==> config.mk <==
export PLATFORM = sky130hd
export DESIGN_NAME = mmio_uart_tx
export DESIGN_NICKNAME = d
export VERILOG_FILES = /design/src/rtl/mmio_uart_pkg.sv /design/src/rtl/mmio_uart_tx_fifo.sv /design/src/rtl/mmio_uart_tx.sv
export SDC_FILE = /design/constraint.sdc
export NUM_CORES = 1
export LEC_CHECK = 0
export BUFFER_PORTS_ARGS = -buffer_cell sky130_fd_sc_hd__buf_2
export CAP_MARGIN = 15
export CORE_UTILIZATION = 55
export CTS_BUF_LIST = sky130_fd_sc_hd__clkbuf_2
export DETAILED_ROUTE_END_ITERATION = 16
export GPL_ROUTABILITY_DRIVEN = 0
export PLACE_DENSITY = 0.9
export RECOVER_POWER = 100
export SLEW_MARGIN = 15
export SYNTH_ARGS = -nofsm -noshare
export SYNTH_HDL_FRONTEND = slang
export SYNTH_HIERARCHICAL = 1
export SYNTH_SLANG_ARGS = --single-unit
==> constraint.sdc <==
create_clock -name clock -period 3.35 [get_ports clock]
set_input_delay 0.335 -clock clock [delete_from_list [all_inputs] [get_ports clock]]
set_output_delay 0.335 -clock clock [all_outputs]
set_load 0.01 [all_outputs]
==> src/rtl/mmio_uart_pkg.sv <==
// Shared types and constants for the memory-mapped UART transmitter.
// Optional build macro: MMIO_UART_PARITY_EN (adds an even-parity bit).
package mmio_uart_pkg;

    typedef enum logic [2:0] {
        S_IDLE   = 3'd0,
        S_START  = 3'd1,
        S_DATA   = 3'd2,
        S_PARITY = 3'd3,
        S_STOP   = 3'd4
    } tx_state_t;

    localparam logic [2:0] TXDATA_OFS = 3'd0;
    localparam logic [2:0] STATUS_OFS = 3'd4;

    localparam int ST_FULL     = 0;
    localparam int ST_EMPTY    = 1;
    localparam int ST_BUSY     = 2;
    localparam int ST_PARITY   = 3;
    localparam int ST_COUNT_LO = 8;

endpackage

==> src/rtl/mmio_uart_tx_fifo.sv <==
// Synchronous FIFO with occupancy count; full/empty judged on pre-edge count.
// Optional build macro: none (MMIO_UART_PARITY_EN only affects the top).
module sync_fifo #(
    parameter int WIDTH = 8,
    parameter int DEPTH = 8
) (
    input  logic                     clock,
    input  logic                     reset,
    input  logic                     push,
    input  logic                     pop,
    input  logic [WIDTH-1:0]         din,
    output logic [WIDTH-1:0]         dout,
    output logic                     full,
    output logic                     empty,
    output logic [$clog2(DEPTH):0]   count
);

    localparam int AW = $clog2(DEPTH);

    logic [WIDTH-1:0] mem [DEPTH];
    logic [AW-1:0]    wr_ptr;
    logic [AW-1:0]    rd_ptr;
    logic             push_ok;
    logic             pop_ok;

    assign full    = (count == (AW+1)'(DEPTH));
    assign empty   = (count == '0);
    assign push_ok = push && !full;
    assign pop_ok  = pop && !empty;
    assign dout    = mem[rd_ptr];

    // Storage array; contents need no reset since count gates visibility.
    always_ff @(posedge clock) begin
        if (push_ok) mem[wr_ptr] <= din;
    end

    // Pointers wrap naturally because DEPTH is a power of two.
    always_ff @(posedge clock or negedge reset) begin
        if (!reset) begin
            wr_ptr <= '0;
            rd_ptr <= '0;
            count  <= '0;
        end else begin
            if (push_ok) wr_ptr <= wr_ptr + 1'b1;
            if (pop_ok)  rd_ptr <= rd_ptr + 1'b1;
            count <= count + (AW+1)'(push_ok) - (AW+1)'(pop_ok);
        end
    end

endmodule

==> src/rtl/mmio_uart_tx.sv <==
// MMIO UART transmitter: address decode, STATUS read mux and 8N1 serialiser.
// Optional build macro: MMIO_UART_PARITY_EN (inserts even-parity bit).
module mmio_uart_tx
    import mmio_uart_pkg::*;
#(
    parameter logic [31:0] BASE_ADDR    = 32'h1000_0000,
    parameter int          CLKS_PER_BIT = 16,
    parameter int          FIFO_DEPTH   = 8
) (
    input  logic        clock,
    input  logic        reset,
    input  logic        memwriteM,
    input  logic [31:0] dataAdrM,
    input  logic [31:0] writedataM,
    output logic        sel,
    output logic [31:0] readDataIO,
    output logic        txd,
    output logic        busy
);

    localparam int BW = $clog2(CLKS_PER_BIT);
    localparam int CW = $clog2(FIFO_DEPTH) + 1;
`ifdef MMIO_UART_PARITY_EN
    localparam logic PAR_EN = 1'b1;
`else
    localparam logic PAR_EN = 1'b0;
`endif

    tx_state_t     state, state_n;
    logic [BW-1:0] baud, baud_n;
    logic [2:0]    bit_idx, bit_n;
    logic [7:0]    shreg, sh_n;
    logic          txd_n;
    logic          baud_end;
    logic          push, pop;
    logic [7:0]    dout;
    logic          full, empty;
    logic [CW-1:0] fifo_count;
    logic [31:0]   status;
    logic          unused_bits;

    assign unused_bits = ^{dataAdrM[1:0], writedataM[31:8]};

    assign sel  = (dataAdrM[31:3] == BASE_ADDR[31:3]);
    assign push = memwriteM && sel && (dataAdrM[2] == TXDATA_OFS[2]);
    assign busy = (state != S_IDLE);

    sync_fifo #(
        .WIDTH (8),
        .DEPTH (FIFO_DEPTH)
    ) u_fifo (
        .clock (clock),
        .reset (reset),
        .push  (push),
        .pop   (pop),
        .din   (writedataM[7:0]),
        .dout  (dout),
        .full  (full),
        .empty (empty),
        .count (fifo_count)
    );

    // STATUS word assembly and read-data mux; TXDATA reads as zero.
    always_comb begin
        status                    = '0;
        status[ST_FULL]           = full;
        status[ST_EMPTY]          = empty;
        status[ST_BUSY]           = busy;
        status[ST_PARITY]         = PAR_EN;
        status[ST_COUNT_LO +: 8]  = 8'(fifo_count);
        readDataIO                = '0;
        if (sel && dataAdrM[2] == STATUS_OFS[2]) readDataIO = status;
    end

    // Transmit FSM next state, baud/bit counters and next line level.
    always_comb begin
        state_n  = state;
        baud_n   = baud;
        bit_n    = bit_idx;
        sh_n     = shreg;
        pop      = 1'b0;
        baud_end = (baud == BW'(CLKS_PER_BIT - 1));
        unique case (state)
            S_IDLE: begin
                if (!empty) begin
                    pop     = 1'b1;
                    sh_n    = dout;
                    state_n = S_START;
                end
            end
            S_START: if (baud_end) state_n = S_DATA;
            S_DATA: begin
                if (baud_end) begin
                    if (bit_idx == 3'd7) begin
`ifdef MMIO_UART_PARITY_EN
                        state_n = S_PARITY;
`else
                        state_n = S_STOP;
`endif
                    end else begin
                        bit_n = bit_idx + 3'd1;
                    end
                end
            end
            S_PARITY: if (baud_end) state_n = S_STOP;
            S_STOP:   if (baud_end) state_n = S_IDLE;
            default:  state_n = S_IDLE;
        endcase
        if (state_n != state || baud_end) baud_n = '0;
        else if (state != S_IDLE)         baud_n = baud + 1'b1;
        if (state_n != state) bit_n = '0;
        txd_n = 1'b1;
        unique case (state_n)
            S_START:  txd_n = 1'b0;
            S_DATA:   txd_n = sh_n[bit_n];
            S_PARITY: txd_n = ^sh_n;
            default:  txd_n = 1'b1;
        endcase
    end

    // FSM registers; reset aborts any frame and forces the line idle.
    always_ff @(posedge clock or negedge reset) begin
        if (!reset) begin
            state   <= S_IDLE;
            baud    <= '0;
            bit_idx <= '0;
            shreg   <= '0;
            txd     <= 1'b1;
        end else begin
            state   <= state_n;
            baud    <= baud_n;
            bit_idx <= bit_n;
            shreg   <= sh_n;
            txd     <= txd_n;
        end
    end

endmodule
---- Word-level counts from Yosys, hierarchy flattened ----
Memory sizes are Yosys's and may differ from the RTL's.
Cells that the tools add are included.
storage, ports and cells
  register bits after elaboration ......... 29
  RAM bits ................................ 64
  output and inout bits ................... 35
  logic and storage cells ................. 65
  memories ................................ 1
memories
  memory      depth  bits a word  rd ports  clocked after Yosys merged registers in  wr ports  line                     source
  u_fifo.mem  8      8            1         0                                        1         mmio_uart_tx_fifo.sv:20  logic [WIDTH-1:0] mem [DEPTH];
cells by class
  add/sub/neg operators ................... 6
  order comparisons ....................... 1
  equality and inequality tests ........... 12
  muxes and demuxes ....................... 23
  bitwise operators ....................... 1
  reductions and logical operators ........ 13
operators with widths
  kind                    number
  $mux W3                 10
  $eq A29 B26 Y1 const B  1
  $mux W8                 2
  $pmux W3 S5             1
  $eq A3 B2 Y1 const B    4
  $mux W12                1
  $add A3 B1 Y3 const B   3
  $eq A4 B4 Y1 const B    2
  $mux W4                 2
  $reduce_xor A8 Y1       1
  $eq A3 B1 Y1 const B    2
  $eq A3 B3 Y1 const B    2
  $logic_and A1 B1 Y1     5
  $mux W1                 5
  $add A4 B1 Y4           1
  $add A4 B1 Y4 const B   1
  $logic_not A4 Y1        1
  $lt A3 B4 Y1 const B    1
  $sub A4 B1 Y4           1
  $bmux W1 S3             1
  $logic_not A3 Y1        1
  $ne A3 B3 Y1            1
  $pmux W1 S3             1
  $reduce_bool A3 Y1      1
  4 further kinds         5

---- Depth between registers and ports, before layout ----
Gate-level depths: netlist of the first run.
  word-level depth ........................ 9
  depth in mapped cells ................... 12
  depth with buffers taken out ............ 12

---- Modules after synthesis ----
Netlist of the first run, hierarchy kept.
by module, submodules not included
  module        instances  cells an instance  area an instance (sq um)
  sync_fifo     1          150                3067.9
  mmio_uart_tx  1          139                1371.3

---- Worst setup path before layout of the first run ----
No wires, ideal clock.
  kind .................................... input to register
  start point ............................. input dataAdrM[11]
  end point ............................... memory u_fifo.mem[0][0] (enable)
  arrival ................................. 2.526 ns
  required time ........................... 2.955 ns
  setup slack ............................. 0.429 ns
  stages .................................. 6
  path buffers ............................ 0
  cell sequence ........................... nor4_1 > nand4_1 > nor3_1 > and3b_1 > nand2_2 > nor4_1
between the ends
  cells in the longest elaborated chain, start to end .. 6
RTL lines
  element                            line                     source
  start, declared                    mmio_uart_tx.sv:13       input logic [31:0] dataAdrM,
  $eq A29 B26 Y1                     mmio_uart_tx.sv:44       assign sel = (dataAdrM[31:3] == BASE_ADDR[31:3]);
  net sel                            mmio_uart_tx.sv:15       output logic sel,
  $logic_and A1 B1 Y1 (2 in series)  mmio_uart_tx.sv:45       assign push = memwriteM && sel && (dataAdrM[2] == TXDATA_OFS[2]);
  net push                           mmio_uart_tx.sv:35       logic push, pop;
  $logic_and A1 B1 Y1                mmio_uart_tx_fifo.sv:28  assign push_ok = push && !full;
  $mux W1                            mmio_uart_tx_fifo.sv:34  if (push_ok) mem[wr_ptr] <= din;
  $mux W1 (implied by the code)      mmio_uart_tx_fifo.sv:34
  end, declared                      mmio_uart_tx_fifo.sv:20
The timed path passes the listed nets, and every way through them passes these cells.

---- Worst setup path in the final report of the first run ----
  start point ............................. register u_fifo.rd_ptr[0]
  end point ............................... register txd
between the ends
  cells in the longest elaborated chain, start to end .. 6
  elaborated cells between the ends (all ways) .. 7
RTL lines
  element                        line                     source
  start, declared                mmio_uart_tx_fifo.sv:22  logic [AW-1:0] rd_ptr;
  start signal, assigned         mmio_uart_tx_fifo.sv:45  if (pop_ok) rd_ptr <= rd_ptr + 1'b1;
  $mem_v2 Z8 W8 *                n/a
  net dout[1]                    mmio_uart_tx.sv:36       logic [7:0] dout;
  $mux W8 *                      mmio_uart_tx.sv:85       if (!empty) begin
  $mux W8 *                      mmio_uart_tx.sv:83       unique case (state)
  net sh_n[1]                    mmio_uart_tx.sv:32       logic [7:0] shreg, sh_n;
  $bmux W1 S3                    mmio_uart_tx.sv:115      S_DATA: txd_n = sh_n[bit_n];
  $mux W1 (implied by the code)  mmio_uart_tx.sv:115
  $pmux W1 S3 *                  mmio_uart_tx.sv:113      unique case (state_n)
  net txd_n                      mmio_uart_tx.sv:33       logic txd_n;
  end signal, assigned           mmio_uart_tx.sv:134      txd <= txd_n;
  end, declared                  mmio_uart_tx.sv:17       output logic txd,
Mark *: on every way through the listed nets, which the timed path passes. The rest lies on a longest branch. The select of a mux whose other input is x is not followed.
A chain may end at the register's enable or synchronous reset.

==> results of run 1 <==
-- registers in the layout, summed over array words and instances (netlist names) --
signal / count
baud: 4
bit_idx: 3
shreg: 8
state: 3
txd: 1
u_fifo/count: 4
u_fifo/mem: 64
u_fifo/rd_ptr: 3
u_fifo/wr_ptr: 3
-- final timing paths --
path | startpoint | depth (start not counted) | end | slack (ns)
max | u_fifo/rd_ptr[0] | 7 | txd | 0.38
min | writedataM[0] | 1 | u_fifo/mem[5][0] | 0.11
max reg2reg | u_fifo/rd_ptr[0] | 7 | txd | 0.38
min reg2reg | state[2] | 1 | state[1] | 0.58
max in group asynchronous | reset | 2 | shreg[1] | 1.76
min in group asynchronous | reset | 2 | u_fifo/wr_ptr[1] | 0.69
-- power by group through the flow --
| stage | clock network [mW] | logic, mW | registers, mW |
|---|---|---|---|
| CTS | 0.548 | 0.0539 | 1.23 |
| detailed placement | 0 | 0.0532 | 1.25 |
| global route | 0.584 | 0.0596 | 1.23 |
| finish | 0.530 | 0.0517 | 1.23 |
| floorplan | 0 | 0.0359 | 1.25 |
| global placement | 0 | 0.0503 | 1.25 |
-- cell usage after synthesis, types with 5 or more instances --
master	count	area share (%)
and3_1	8	1.1
buf_4	26	4.4
dfrtp_1	28	16
edfxtp_1	64	43
ha_1	10	2.8
inv_1	10	0.85
mux2_2	17	4.3
mux4_1	16	9.5
nand2_1	6	0.51
nand3_1	5	0.56
nor2_1	17	1.4
nor3_1	5	0.56
nor4_1	7	0.99
xnor2_1	12	2.4
-- per-stage QoR --
step / hold WS [ns] / power (mW)
after floorplan: 0.0394 / 1.29
after global placement: 0.389 / 1.30
after detailed placement: 0.396 / 1.31
after CTS: 0.0162 / 1.83
after global routing: 0.0869 / 1.88
final: 0.111 / 1.81
-- cells by family after synthesis --
logic type               after synthesis  share of synthesized area, %
AND/OR/NAND/NOR                       68                          8.77
adder cells (fa/ha/maj)               11                          3.27
XOR/XNOR                              17                          3.52
other                                  1                        0.0845
flip-flops                            93                          59.7
multiplexers                          38                          15.2
AO/OA/AOI/OAI                         18                          2.88
buffers and inverters                 43                          6.60
-- placed cells by master, fill, tap and decap left out, types with 2 or more instances in the layout --
| master | netlist | layout |
|---|---|---|
| nor4_1 | 7 | 7 |
| o31ai_1 | 1 | 2 |
| nand2_1 | 6 | 7 |
| xor2_1 | 4 | 4 |
| clkinvlp_4 | 0 | 2 |
| clkbuf_2 | 0 | 9 |
| and3_1 | 8 | 8 |
| and3_2 | 3 | 3 |
| clkbuf_1 | 1 | 29 |
| conb_1 | 1 | 25 |
| a21oi_1 | 4 | 5 |
| xnor2_1 | 12 | 12 |
| edfxtp_1 | 64 | 64 |
| mux2_1 | 1 | 4 |
| mux4_1 | 16 | 16 |
| dfrtp_1 | 28 | 28 |
| nand4_1 | 3 | 3 |
| buf_2 | 2 | 32 |
| nand2b_1 | 3 | 3 |
| inv_1 | 10 | 10 |
| nand3_1 | 5 | 5 |
| inv_8 | 0 | 3 |
| nor2_1 | 17 | 17 |
| nor3_1 | 5 | 5 |
| mux2_2 | 17 | 14 |
| mux2i_1 | 3 | 3 |
| ha_1 | 10 | 10 |
| inv_6 | 0 | 2 |
| o21ai_0 | 3 | 3 |
-- area by class of cell --
cell class | instances | area (um2)
fill | 610 | 2980
clock inverter | 7 | 66.3
timing repair buffer | 63 | 287
multi-input combinational | 177 | 1580
sequential | 93 | 2650
inverter | 10 | 37.5
tap | 102 | 128
clock buffer | 9 | 45.0
-- worst max-delay path: stages (launching register included) --
cell	delay [ns]
dfrtp_1	0.81
clkbuf_1	0.30
mux4_1	0.59
mux2_2	0.28
mux2_2	0.28
or4b_1	0.46
o221ai_1	0.08
o31ai_1	0.11
-- layer usage --
| layer | vias up | GRT usage (%) | wire [um] | share of wire (%) |
|---|---|---|---|---|
| met5 | - | 0 | 0 | 0 |
| met4 | 0 | 7.55 | 114 | 1.5 |
| met3 | 10 | 3.23 | 371 | 4.9 |
| met2 | 94 | 35.3 | 4050 | 53 |
| met1 | 1259 | 23.1 | 3090 | 41 |
| li1 | 1180 | - | - | - |
==> Flow_metrics.wiki, run 1 <==
{| class="wikitable"
! Metric !! Value
|-
| Run status || complete, but fails checks
|-
| Violated checks || max-capacitance violations, max-slew violations
|-
| Crit end category || register
|-
| Crit path kind || reg -> reg
|-
| Clock Skew || 0.0198 ns
|-
| Syn-to-layout area delta || 7.86%
|-
| Die Y || between 90 and 100 um
|-
| Relative slew slack || -4.57%
|-
| Max-slew violation total from the final report || 30
|-
| Detailed Routing Iterations Pass 1 || 4
|-
| Setup_tns || 0 ns
|-
| Slew at the pin closest to its max-slew limit || 1.57 ns
|-
| Sequential fraction of the synthesis area || slightly below 60%
|-
| Fin util || 61.6%
|-
| Initial Util || approximately 57%
|-
| Routed via count || between 2000 and 3000
|-
| Synth Cell Area || 4440 um2
|-
| Number of buffers on the longest clock path || 2
|-
| Global router's overall resource usage || about a fifth
|-
| Share of post-route cells with drive strength above 1 || roughly a fifth
|-
| Number of global-route vias before repair || between 2000 and 3000
|-
| Antenna violations before repair || 0
|-
| Number of inserted diodes || 0
|-
| DRC viols || 0
|-
| DP Cell Count || ~440
|-
| Gates resized, CTS repair || 0
|-
| Count of buffers added by post-CTS timing repair for setup || 0
|-
| Detailed-route vias per instance || between 5 and 6
|-
| I/O pin count || around 100
|-
| Post-route standard cell area excluding fillers || 4790 um2
|-
| X dimension of the die || between 90 and 100 um
|-
| Clock tree root driver cell || clkbuf_2
|-
| DR WL/cell || about 17 um
|-
| Setup-violating endpoint count in the final report || 0
|-
| Number of placement rows || 32
|-
| CTS tree || yes
|-
| Relative contribution of sequential cells to total power || between 60% and 70%
|-
| Core Area || 7770 um2
|-
| Final Worst Setup Slack || around 0.38 ns
|-
| Clk slew on worst S/H paths || ~0.28 ns
|-
| Global-route congestion overflow total || 0
|-
| Biggest fanout along the worst timing path || 12
|-
| Depth of the CTS H-tree || 3
|-
| Syn Inst Count || just under 300
|-
| Internal power || about 1.4 mW
|-
| Distinct cell type count after synthesis || 54
|-
| Pwr dens || 379 nW/um2
|-
| Fraction of registers with async set or reset after synthesis || a little over 30%
|-
| Final count of hold timing violations || 0
|-
| Avg Cell Area, Syn || between 15 and 20 um2
|-
| Arrival @ worst endpoint || 3.43 ns
|-
| Cell area after placement || between 4000 and 5000 um2
|-
| Antenna-violating nets left || 0
|-
| Number of maximum-capacitance violations || 1
|-
| Routed wire length || around 7.6 mm
|-
| Fin cells || 461
|-
| Maximum vdd ir drop || ~0.35 mV
|-
| Full die area || between 8000 and 9000 um2
|-
| Clock net sink count || 93
|-
| Combinational share of power || 2.9%
|-
| FMAX || roughly 340 MHz
|-
| Worst EP required || around 3.8 ns
|-
| Worst hold path class || in -> reg
|-
| Leading register cell type out of synthesis || edfxtp_1
|-
| Sort of element at the start of the critical path || register
|-
| Final period utilization || between 80% and 90%
|-
| Maximum number of pins on one net before global-route repair || 30
|-
| Clock Latency Late Sink || just over 0.5 ns
|-
| DRC violation total after the first TritonRoute iteration || around 120
|-
| Portion of total power attributed to the clock network || 29.2%
|-
| Clock period minus worst slack || 2.97 ns
|-
| CTS buffer count || 9
|-
| Number of enable-type register cells in the synthesized netlist || 64
|-
| Post-Place Setup Slack || roughly 0.51 ns
|-
| Wire length of the first global-routing pass || approximately 12 mm
|-
| Seq cells post-synth || 93
|-
| Switching power || between 0.4 and 0.5 mW
|-
| Detailed placement HPWL || ~5.4 mm
|-
| Unrepaired setup endpoints after global routing || false
|-
| Hold bufs inserted after CTS || 1
|-
| Switch share || 24.5%
|-
| Fin nets || 432
|-
| IO buf count || 50
|-
| Leakage power || 1.89 nW
|-
| Count of synthesis-stage warnings from yosys || 6
|}
No activity file was read; power rests on OpenSTA's default activity.
==> run 2, diff against run 1 <==
--- a/config.mk
+++ b/config.mk
@@ -7,11 +7,11 @@
 export LEC_CHECK = 0
 export BUFFER_PORTS_ARGS = -buffer_cell sky130_fd_sc_hd__buf_2
 export CAP_MARGIN = 15
-export CORE_UTILIZATION = 55
+export CORE_UTILIZATION = 45
 export CTS_BUF_LIST = sky130_fd_sc_hd__clkbuf_2
 export DETAILED_ROUTE_END_ITERATION = 16
 export GPL_ROUTABILITY_DRIVEN = 0
-export PLACE_DENSITY = 0.9
+export PLACE_DENSITY = 0.78
 export RECOVER_POWER = 100
 export SLEW_MARGIN = 15
 export SYNTH_ARGS = -nofsm -noshare
==> run 2 against run 1 <==
Net effect:
- the flow still finishes with violations (max-capacitance violations, max-slew violations)
- maximum frequency rose by 5.8%
- clock skew up 0.0090 ns
- final cell count grew 7.4%
- setup slack gained 0.16 ns
- combinational power is 15% higher
- sequential share of layout area decreased by 1.5 points
- power is 1.9% higher
- critical path depth stayed put
- via count down 0.67%
- sequential power barely moved
- final area rose by 2.7%
- first-iteration DRC count down 44%
- critical endpoint unchanged
- largest power group unchanged
==> Flow_metrics.wiki, run 2 (synthesis gave the netlist of run 1 again) <==
{| class="wikitable"
! Metric !! Value
|-
| IO buf count || 50
|-
| Antenna violations before repair || 0
|-
| X dimension of the die || 101 um
|-
| Slew at the pin closest to its max-slew limit || 1.60 ns
|-
| Cell area after placement || approximately 4800 um2
|-
| Number of fillers in the final layout || 798
|-
| Gates resized, CTS repair || 0
|-
| Final period utilization || a little over four fifths
|-
| Count of buffer and inverter cells on the critical path || 1
|-
| Switch share || 24.8%
|-
| DRC viols || 0
|-
| Detailed Routing Iterations Pass 1 || 4
|-
| Design Power || 1.85 mW
|-
| Number of placement rows || 35
|-
| Worst EP required || 3.83 ns
|-
| Run status || complete, but fails checks
|-
| Number of buffers on the longest clock path || 2
|-
| Fin cells || approximately 500
|-
| FMAX || 356 MHz
|-
| Worst hold margin || about 0.22 ns
|-
| DRC violation total after the first TritonRoute iteration || 67
|-
| Core Area || 9420 um2
|-
| DR WL/cell || between 15 and 20 um
|-
| Internal power || around 1.4 mW
|-
| Detailed placement HPWL || 5.21 mm
|-
| Count of buffers added by post-CTS timing repair for setup || 0
|-
| Final Worst Setup Slack || about 0.54 ns
|-
| Number of maximum-capacitance violations || 1
|-
| CP delay by family, top || multiplexers
|-
| Antenna-violating nets left || 0
|-
| Pwr dens || about 380 nW/um2
|-
| Violated checks || max-capacitance violations, max-slew violations
|-
| Relative contribution of sequential cells to total power || about two thirds
|-
| Worst hold path class || in -> reg
|-
| Cell with the biggest individual delay on the critical path || mux4_1
|-
| Critical Path Max Stage Delay || between 0.6 and 0.7 ns
|-
| Clock Latency Late Sink || about 0.54 ns
|-
| CTS tree || yes
|-
| Top library cells by usage in the layout, fill and taps aside || edfxtp_1 (64), buf_2 (31), dfrtp_1 (28), clkbuf_1 (28), conb_1 (25)
|-
| Registers with the most flip-flops || u_fifo/mem (64), shreg (8)
|-
| I/O pin count || between 100 and 150
|-
| Number of global-route vias before repair || 2425
|-
| Maximum vdd ir drop || 0.319 mV
|-
| Number of inserted diodes || 0
|-
| Switching power || 0.458 mW
|-
| Clk slew on worst S/H paths || about 0.29 ns
|-
| Leakage power || 1.94 nW
|-
| Maximum number of pins on one net before global-route repair || 30
|-
| CTS buffer count || 9
|-
| Unrepaired setup endpoints after global routing || false
|-
| Initial Util || a little under half
|-
| Depth of the CTS H-tree || 3
|-
| Crit path kind || reg -> reg
|-
| Clock Skew || around 0.029 ns
|-
| Max reg flops || 64
|-
| Global router's overall resource usage || between 10% and 20%
|-
| Post-route standard cell area excluding fillers || around 5000 um2
|-
| Worst R2R Setup Slack || 0.54 ns
|-
| Post-Place Setup Slack || ~0.48 ns
|-
| Final count of hold timing violations || 0
|-
| Fin util || between 50% and 60%
|-
| Clock period minus worst slack || around 2.8 ns
|-
| Clock net sink count || slightly above 90
|-
| Combinational share of power || under 10%
|-
| Sort of element at the start of the critical path || register
|-
| Setup-violating endpoint count in the final report || 0
|-
| Commonest non-fill, non-tap cell in the layout || edfxtp_1
|-
| Crit end category || register
|-
| Detailed-route vias per instance || slightly above 5
|-
| Full die area || 10300 um2
|-
| Top reg by flops || u_fifo/mem
|-
| Wire length of the first global-routing pass || 11.8 mm
|-
| Routed wire length || about 7.5 mm
|-
| Biggest fanout along the worst timing path || 18
|-
| Setup_tns || 0 ns
|-
| Fin nets || between 400 and 500
|-
| Syn-to-layout area delta || 10.8%
|-
| Ordered cell list for the critical path || buf_4, mux4_1, mux2_2, mux2_1, mux4_2, nor3_1, o31ai_2
|-
| Max-slew violation total from the final report || 30
|-
| Arrival @ worst endpoint || approximately 3.3 ns
|-
| DP Cell Count || 470
|-
| Share of post-route cells with drive strength above 1 || between 20% and 30%
|-
| Relative slew slack || -6.36%
|-
| Routed via count || approximately 2500
|-
| Die Y || 101 um
|-
| Clock tree root driver cell || clkbuf_2
|-
| Hold bufs inserted after CTS || 9
|-
| Global-route congestion overflow total || 0
|-
| Portion of total power attributed to the clock network || 30.1%
|}
-- run 2: cell types whose count changed in the layout (fill, tap and decap cells not counted) --
cell	before	now
o31ai_1	2	1
clkinv_8	0	2
buf_2	32	31
o31ai_2	0	1
nor3_2	1	0
dlygate4sd3_1	1	9
buf_4	1	2
clkbuf_1	29	28
nor3_1	5	6
clkinvlp_4	2	0
-- run 2: layer usage --
| metal | GRT usage [%] | vias to the layer above | share of wire (%) |
|---|---|---|---|
| met2 | 27.5 | 64 | 53 |
| met5 | 0 | - | 0 |
| met1 | 18.6 | 1254 | 43 |
| met4 | 5.57 | 0 | 1.3 |
| met3 | 3.80 | 10 | 3.4 |
| li1 | - | 1198 | - |
-- run 2: worst paths after layout --
kind | end | depth (start not counted) | from
worst min register to register | u_fifo/count[0] | 1 | u_fifo/count[0]
max in group asynchronous | shreg[4] | 2 | reset
worst max-delay path | txd | 7 | u_fifo/rd_ptr[0]
worst min-delay path | u_fifo/wr_ptr[2] | 4 | memwriteM
worst max register to register | txd | 7 | u_fifo/rd_ptr[0]
min in group asynchronous | u_fifo/count[1] | 2 | reset
-- run 2: area by class of cell --
| cell class | count | area (um2) | area share, % |
|---|---|---|---|
| sequential | 93 | 2650 | 53.9 |
| timing repair buffer | 70 | 365 | 7.43 |
| tap | 129 | 161 | 3.28 |
| clock buffer | 9 | 45.0 | 0.916 |
| inverter | 10 | 37.5 | 0.763 |
| multi-input combinational | 177 | 1580 | 32.1 |
| clock inverter | 7 | 83.8 | 1.70 |
-- run 2: worst register-to-register path: cells and delay by family (launching register included) --
| kind | cells | cell delay, ns |
|---|---|---|
| simple gates | 1 | 0.19 |
| buf+inv | 1 | 0.29 |
| compound gates | 1 | 0.11 |
| flops | 1 | 0.40 |
| mux | 4 | 1.75 |
-- run 2: power by group through the flow --
| stage | Combinational [mW] | Sequential (mW) | Clock (mW) |
|---|---|---|---|
| detailed placement | 0.0529 | 1.25 | 0 |
| floorplan | 0.0359 | 1.25 | 0 |
| global route | 0.0676 | 1.23 | 0.622 |
| finish | 0.0592 | 1.23 | 0.556 |
| CTS | 0.0610 | 1.23 | 0.584 |
| global placement | 0.0502 | 1.25 | 0 |
